==> src/rtl/mem_arbiter_pkg.sv <==
// Shared constants and types for the three-port memory arbiter.
// Port indices, FSM state encodings and the idle grant marker live here.
package mem_arbiter_pkg;

  localparam int NUM_PORTS = 3;

  localparam logic [1:0] PORT_FETCH = 2'd0;
  localparam logic [1:0] PORT_DATA  = 2'd1;
  localparam logic [1:0] PORT_DEBUG = 2'd2;
  localparam logic [1:0] GRANT_NONE = 2'b11;

  typedef enum logic [1:0] {
    ST_IDLE   = 2'd0,
    ST_ACCESS = 2'd1,
    ST_RESP   = 2'd2
  } state_t;

  // Port index that follows p in round-robin order (wraps 2 -> 0).
  function automatic logic [1:0] next_port(input logic [1:0] p);
    return (p == PORT_DEBUG) ? PORT_FETCH : p + 2'd1;
  endfunction

endpackage

==> src/rtl/mem_arbiter_rr_picker.sv <==
// Combinational round-robin picker: searches from last_grant+1 (mod 3)
// and returns the first requesting port.
module rr_picker
  import mem_arbiter_pkg::*;
(
  input  logic [NUM_PORTS-1:0] req,
  input  logic [1:0]           last_grant,
  output logic                 valid,
  output logic [1:0]           winner
);

  logic [1:0] cand;

  always_comb begin
    valid  = 1'b0;
    winner = PORT_FETCH;
    cand   = last_grant;
    for (int i = 0; i < NUM_PORTS; i++) begin
      cand = next_port(cand);
      if (!valid && req[cand]) begin
        valid  = 1'b1;
        winner = cand;
      end
    end
  end

endmodule

==> src/rtl/mem_arbiter.sv <==
// Three-port round-robin arbiter in front of a single-port synchronous memory.
// One transaction at a time: IDLE (sample) -> ACCESS (drive memory) -> RESP (ack).
module mem_arbiter
  import mem_arbiter_pkg::*;
#(
  parameter int DATA_W = 16,
  parameter int ADDR_W = 8
) (
  input  logic                          clock,
  input  logic                          reset,
  input  logic [NUM_PORTS-1:0]          req,
  input  logic [NUM_PORTS-1:0]          we,
  input  logic [NUM_PORTS*ADDR_W-1:0]   addr,
  input  logic [NUM_PORTS*DATA_W-1:0]   wdata,
  output logic [NUM_PORTS-1:0]          ack,
  output logic [DATA_W-1:0]             rdata,
  output logic [ADDR_W-1:0]             mem_addr,
  output logic [DATA_W-1:0]             mem_wdata,
  output logic                          mem_we,
  input  logic [DATA_W-1:0]             mem_rdata,
  output logic                          busy,
  output logic [1:0]                    grant_id
);

  state_t              state, state_next;
  logic [1:0]          last_grant;
  logic [1:0]          win_idx;
  logic                win_we;
  logic [ADDR_W-1:0]   win_addr;
  logic [DATA_W-1:0]   win_wdata;

  logic                pick_valid;
  logic [1:0]          pick_idx;
  logic                sel_we;
  logic [ADDR_W-1:0]   sel_addr;
  logic [DATA_W-1:0]   sel_wdata;

  rr_picker u_picker (
    .req        (req),
    .last_grant (last_grant),
    .valid      (pick_valid),
    .winner     (pick_idx)
  );

  always_comb begin
    sel_we    = 1'b0;
    sel_addr  = '0;
    sel_wdata = '0;
    for (int n = 0; n < NUM_PORTS; n++) begin
      if (pick_idx == n[1:0]) begin
        sel_we    = we[n];
        sel_addr  = addr[n*ADDR_W +: ADDR_W];
        sel_wdata = wdata[n*DATA_W +: DATA_W];
      end
    end
  end

  always_comb begin
    state_next = state;
    case (state)
      ST_IDLE:   if (pick_valid) state_next = ST_ACCESS;
      ST_ACCESS: state_next = ST_RESP;
      ST_RESP:   state_next = ST_IDLE;
      default:   state_next = ST_IDLE;
    endcase
  end

  always_ff @(posedge clock) begin
    if (reset) begin
      state      <= ST_IDLE;
      last_grant <= PORT_DEBUG;
      win_idx    <= PORT_FETCH;
      win_we     <= 1'b0;
      win_addr   <= '0;
      win_wdata  <= '0;
      rdata      <= '0;
    end else begin
      state <= state_next;
      if (state == ST_IDLE && pick_valid) begin
        last_grant <= pick_idx;
        win_idx    <= pick_idx;
        win_we     <= sel_we;
        win_addr   <= sel_addr;
        win_wdata  <= sel_wdata;
      end
      if (state == ST_RESP) rdata <= mem_rdata;
    end
  end

  // Operand registers only change on a grant, so the memory bus holds outside ACCESS.
  assign mem_addr  = win_addr;
  assign mem_wdata = win_wdata;
  // Gated by reset so an aborted write never lands in memory.
  assign mem_we    = (state == ST_ACCESS) && win_we && !reset;

  always_comb begin
    ack = '0;
    for (int n = 0; n < NUM_PORTS; n++) begin
      if (state == ST_RESP && !reset && win_idx == n[1:0]) ack[n] = 1'b1;
    end
  end

  assign busy     = (state != ST_IDLE);
  assign grant_id = (state == ST_IDLE) ? GRANT_NONE : win_idx;

endmodule

==> config.mk <==
export PLATFORM = sky130hd
export DESIGN_NAME = mem_arbiter
export DESIGN_NICKNAME = d
export VERILOG_FILES = /design/src/rtl/mem_arbiter_pkg.sv /design/src/rtl/mem_arbiter_rr_picker.sv /design/src/rtl/mem_arbiter.sv
export SDC_FILE = /design/constraint.sdc
export NUM_CORES = 1
export LEC_CHECK = 0
export ABC_AREA = 0
export BUFFER_PORTS_ARGS = -buffer_cell sky130_fd_sc_hd__buf_2
export CORE_ASPECT_RATIO = 0.9
export CORE_UTILIZATION = 41
export CTS_CLUSTER_DIAMETER = 100
export DETAILED_ROUTE_END_ITERATION = 10
export HOLD_SLACK_MARGIN = 0.1
export PLACE_DENSITY = 0.79
export SETUP_SLACK_MARGIN = 0.5
export SKIP_LAST_GASP = 1
export SYNTH_ARGS = -nofsm -noshare
export SYNTH_HDL_FRONTEND = slang
export SYNTH_SLANG_ARGS = --single-unit
==> constraint.sdc <==
create_clock -name clock -period 2.6 [get_ports clock]
set_clock_uncertainty 0.05 [all_clocks]
set_input_delay 0.39 -clock clock [delete_from_list [all_inputs] [get_ports clock]]
set_output_delay 0.39 -clock clock [all_outputs]
set_load 0.02 [all_outputs]
# After elaboration in Yosys (flattened, before gate mapping)

Cells that the tools add are included.

ROM bits: 0
Latch bits: 0
Input bits: 96
Memories kept: 0
Word-level logic and storage cells: 69
Bits in registers: 47
Bits in writable memories: 0
Output and inout port bits: 47

Bitwise gates (word level): 0
$add $sub $neg: 3
Order comparisons: 3
Reduce and logical (&&, ||, !) cells: 16
Multiplexer cells: 30
Shifts and indexed selects: 0
Multiply operators: 0
Div/mod/pow operators: 0
Equality and inequality tests: 10

Operators by type and width:

| kind                  | number |
|---|---|
| $mux W16              | 3 |
| $mux W8               | 3 |
| $mux W2               | 8 |
| $eq A2 B2 Y1 const B  | 6 |
| $mux W1               | 12 |
| $logic_and A1 B1 Y1   | 9 |
| $lt A2 B3 Y1 const B  | 3 |
| $add A2 B1 Y2 const B | 3 |
| $bmux W1 S2           | 3 |
| $eq A2 B1 Y1 const B  | 3 |
| $logic_not A2 Y1      | 3 |
| $pmux W2 S2           | 1 |
| $logic_not A1 Y1      | 3 |
| $ne A2 B2 Y1 const B  | 1 |
| $reduce_bool A2 Y1    | 1 |

# Longest topological paths before layout

Depth in word-level cells: 15
Depth in mapped cells: 7
Mapped depth without buffers: 5

# Modules after synthesis

Synthesis repeated with hierarchy kept, for this count alone.

Cell total of the unflattened synthesis: 248
Area total of the unflattened synthesis: 2308.5 µm²

Modules (own cells, without submodules):

| module      | area an instance (µm²) | cells each | instances | seq. area each (µm²) |
|---|---|---|---|---|
| mem_arbiter | 2258.4                 | 240        | 1         | 920.9 |
| rr_picker   | 50.0                   | 8          | 1         | 0.0 |

# Worst setup path after synthesis

No wires, ideal clock.

Kind: flip-flop to output port
Start point: register state[0]
End point: output ack[0]
Setup slack: 697 ps
Stages on the path, launching flop included: 5
Arrival time: 1463 ps
Buffers on the path: 2
Cells stage by stage: dfxtp_1 nand2b_1 clkbuf_1 buf_1 nor4_1

Cells in the longest elaborated chain, start to end: 4

RTL lines:

| item                              | RTL line          | RTL |
|---|---|---|
| start, declared                   | mem_arbiter.sv:25 | `state_t state, state_next;` |
| start signal, assigned            | mem_arbiter.sv:78 | `state <= state_next;` |
| $eq A2 B2 Y1                      | mem_arbiter.sv:99 | `if (state == ST_RESP && !reset && win_idx == n[1:0]) ack[n] = 1'b1;` |
| $logic_and A1 B1 Y1 (2 in series) | mem_arbiter.sv:99 |  |
| $mux W1                           | mem_arbiter.sv:99 |  |
| end, declared                     | mem_arbiter.sv:15 | `output logic [NUM_PORTS-1:0] ack,` |

No other way between the ends.

# Final worst setup path

Start point: register state[0]
End point: output ack[2]

Same word-level chain as after synthesis.

==> summary.txt <==
Post-synth top flop - dfxtp_1
Met1 wire length - 2639 um
Asr flop ratio synth - 0%
Mapped cell area - 2105 um2
Yosys top cell by area - dfxtp_1
CP endpoint kind - output pin
Worst slew pin tran - 0.6160 ns
N_diodes - 0
Synth cell count leaders - 46 x dfxtp_1, 35 x nand2_1, 26 x and3_1, 25 x a221o_1, 23 x mux2_2
FP Rows - 24
Synth unique cells - 27
Worst hold path class - input pin to flip-flop
Syn Inst Count - 219
Worst EP required - 2.16 ns
Met3 WL - 269 um
# DRC - 0
CTS Buffer Depth - 2
Final hold violations - 0
Cell depth of the worst min-delay path - 2
Worst Path Class, Setup - flip-flop to output pin
Most frequent cell after synthesis - dfxtp_1
Fin util - 60.12%
Vias in the first global route - 2,104
Synthesis Warnings - 0
Sequential share of the synthesized area - 43.76%
Initial antenna violation count - 0
Critical path's top delay family - simple AND/OR/NAND/NOR gates
RSZ-0062 raised after global routing - no
Largest net degree at the start of global routing - 27
Max-cap check violation count - 0
Metal2 WL - 3009 um
Critical path's slowest cell - nand2b_2
Setup TNS - 0 ns
DP Wirelength - 4352 um
Core ar. - 4895 um2
H-Tree Depth - 2
# fillers - 463
Crit path launch type - flip-flop
Starting Density - 43.00%
Share of cells above drive strength 1 - 51.55%
Cts hold-fix bufs - 0
Yosys top cell area share - 43.76%
Num Clock Sinks - 46
Total CTS buffers - 5
Relative slew margins - 58.89%
CP Cell Sequence - nand2b_2 -> nor4b_1 -> buf_2
Placer congestion estimate - 0.8261
Ranking of synthesized cells by area - dfxtp_1 44%, mux2_2 12%, a221o_1 12%
Syn_area_per_cell - 9.610 um2
Vias - 2,199
Synth Net Count - 315
First-pass GRT wire length - 9535 um
Worst path depth - 3
Status - finished, final reports clean
Nets - 450
P_leak - 1.518 nW
Die boundary width - 77.52 um
Fmax achieved - 504.8 MHz
DRT Wirelength - 6002 um
Root buf cell - clkbuf_8
CP Max Fanout - 19
Crit path DAT - 1.54 ns
DR top layer - met4
Area growth syn-to-layout - 39.83%
# port buffers - 142
Total gr overflow - 0
Post-synthesis sequential element count - 46
Routed Antenna Nets - 0
Die area - 5424 um2
Router iterations before antenna repair - 4
CP bufs+invs - 1
Clock Pin Slew Worst Setup and Hold Paths - 0.08 ns
CTS tree - built
R2R depth - 5
Top Ports - 143
Pins over their slew limit - 0
Crit-path max cell delay - 0.36 ns
Setup violators final - 0
Post-CTS Setup Bufs - 0
Final period utilization - 76.19%
Total Routing Usage GR - 22.11%
Via/cell ratio - 5.236
Post-synth EDFFs - 0
Clk Latency, worst-skew pair - 0.29 ns
WHS - 0.2649 ns
Fin crit period - 1.981 ns
Pwr Density - 583.1 nW/um2
Initial drt markers - 106
Largest vdd supply drop - 0.3013 mV
Die Ht - 69.97 um
WL per Instance - 14.29 um
## kinds of logic (layout without fill, tap and decap cells)
group                  Yosys count  count (layout)  synth area share (%)
AO/OA/AOI/OAI                   47              47                 17.84
buffers and inverters           22             158                 5.410
flip-flops                      46              46                 43.76
multiplexers                    25              25                 13.38
AND/OR/NAND/NOR                 79              79                 19.62
## flip-flops by register name, indices dropped and copies added, names as in the netlist
name	flops
mem_wdata	16
last_grant	2
win_we	1
state	2
mem_addr	8
rdata	16
win_idx	1
## worst reg2reg max path, delay by kind of cell (launching register included)
kind | cells | cell delay (ns)
and+or+nand+nor | 1 | 0.19
DFF | 1 | 0.35
AOI/OAI and AO/OA | 2 | 0.51
muxes | 1 | 0.40
buffers and inverters | 1 | 0.35
## metrics by stage
| step | cell area (um2) | worst slack (ns) | std cells | total power [mW] |
|---|---|---|---|---|
| 6_report | 2943 | 0.6190 | 420 | 1.716 |
| 5_1_grt | 2943 | 0.5065 | 420 | 1.799 |
| 4_1_cts | 2935 | 0.6228 | 420 | 1.726 |
| 3_5_place_dp | 2840 | 0.4234 | 412 | 1.284 |
| 3_3_place_gp | 2840 | 0.4725 | 412 | 1.271 |
| 2_1_floorplan | 2105 | 0.6970 | 219 | 1.108 |
## worst paths after layout
check                                           startpoint                    endpoint  slack [ns]
worst max-delay path                 state[0]$_SDFFE_PP0P_                      ack[2]        0.62
worst min-delay path                             wdata[47]  mem_wdata[15]$_SDFFE_PP0P_        0.26
worst max register to register  last_grant[1]$_SDFFE_PP1P_  mem_wdata[11]$_SDFFE_PP0P_        0.66
worst min register to register       rdata[0]$_SDFFE_PP0N_       rdata[0]$_SDFFE_PP0N_        0.40
## routing by layer
metal	vias to the layer above	track usage [%]
li1	1072	-
met1	1039	27.95
met2	78	37.95
met3	10	4.052
met4	0	6.918
met5	-	0
## power breakdown
part           internal [mW]  switching (mW)
combinational          0.214           0.250
sequential             0.772          0.0364
clock                  0.215           0.229
total                   1.20           0.516
## cells in the final DEF (no fill, tap or decap), drive strengths merged, types with 3 or more instances in the layout
cell / count
dfxtp: 46
a221o: 25
nand2: 35
a21oi: 19
and3: 26
nand2b: 5
mux2: 25
clkbuf: 7
buf: 147
inv: 3
## repair_timing
item	in CTS	in global routing
gates cloned	0	0
endpoints found under the setup margin	27	20
endpoints found under the hold margin	0	0
resized for setup	2	1
## layout make-up
cell class	count	area, um2	share of cell area (%)
timing repair buffer	147	748.2	25.43
tap	65	81.33	2.764
clock buffer	7	86.33	2.934
sequential	46	920.9	31.29
inverter	3	11.26	0.3827
clock inverter	1	5.005	0.1701
multi-input combinational	151	1090	37.03
Note: power is estimated with default switching activity, not from simulation.
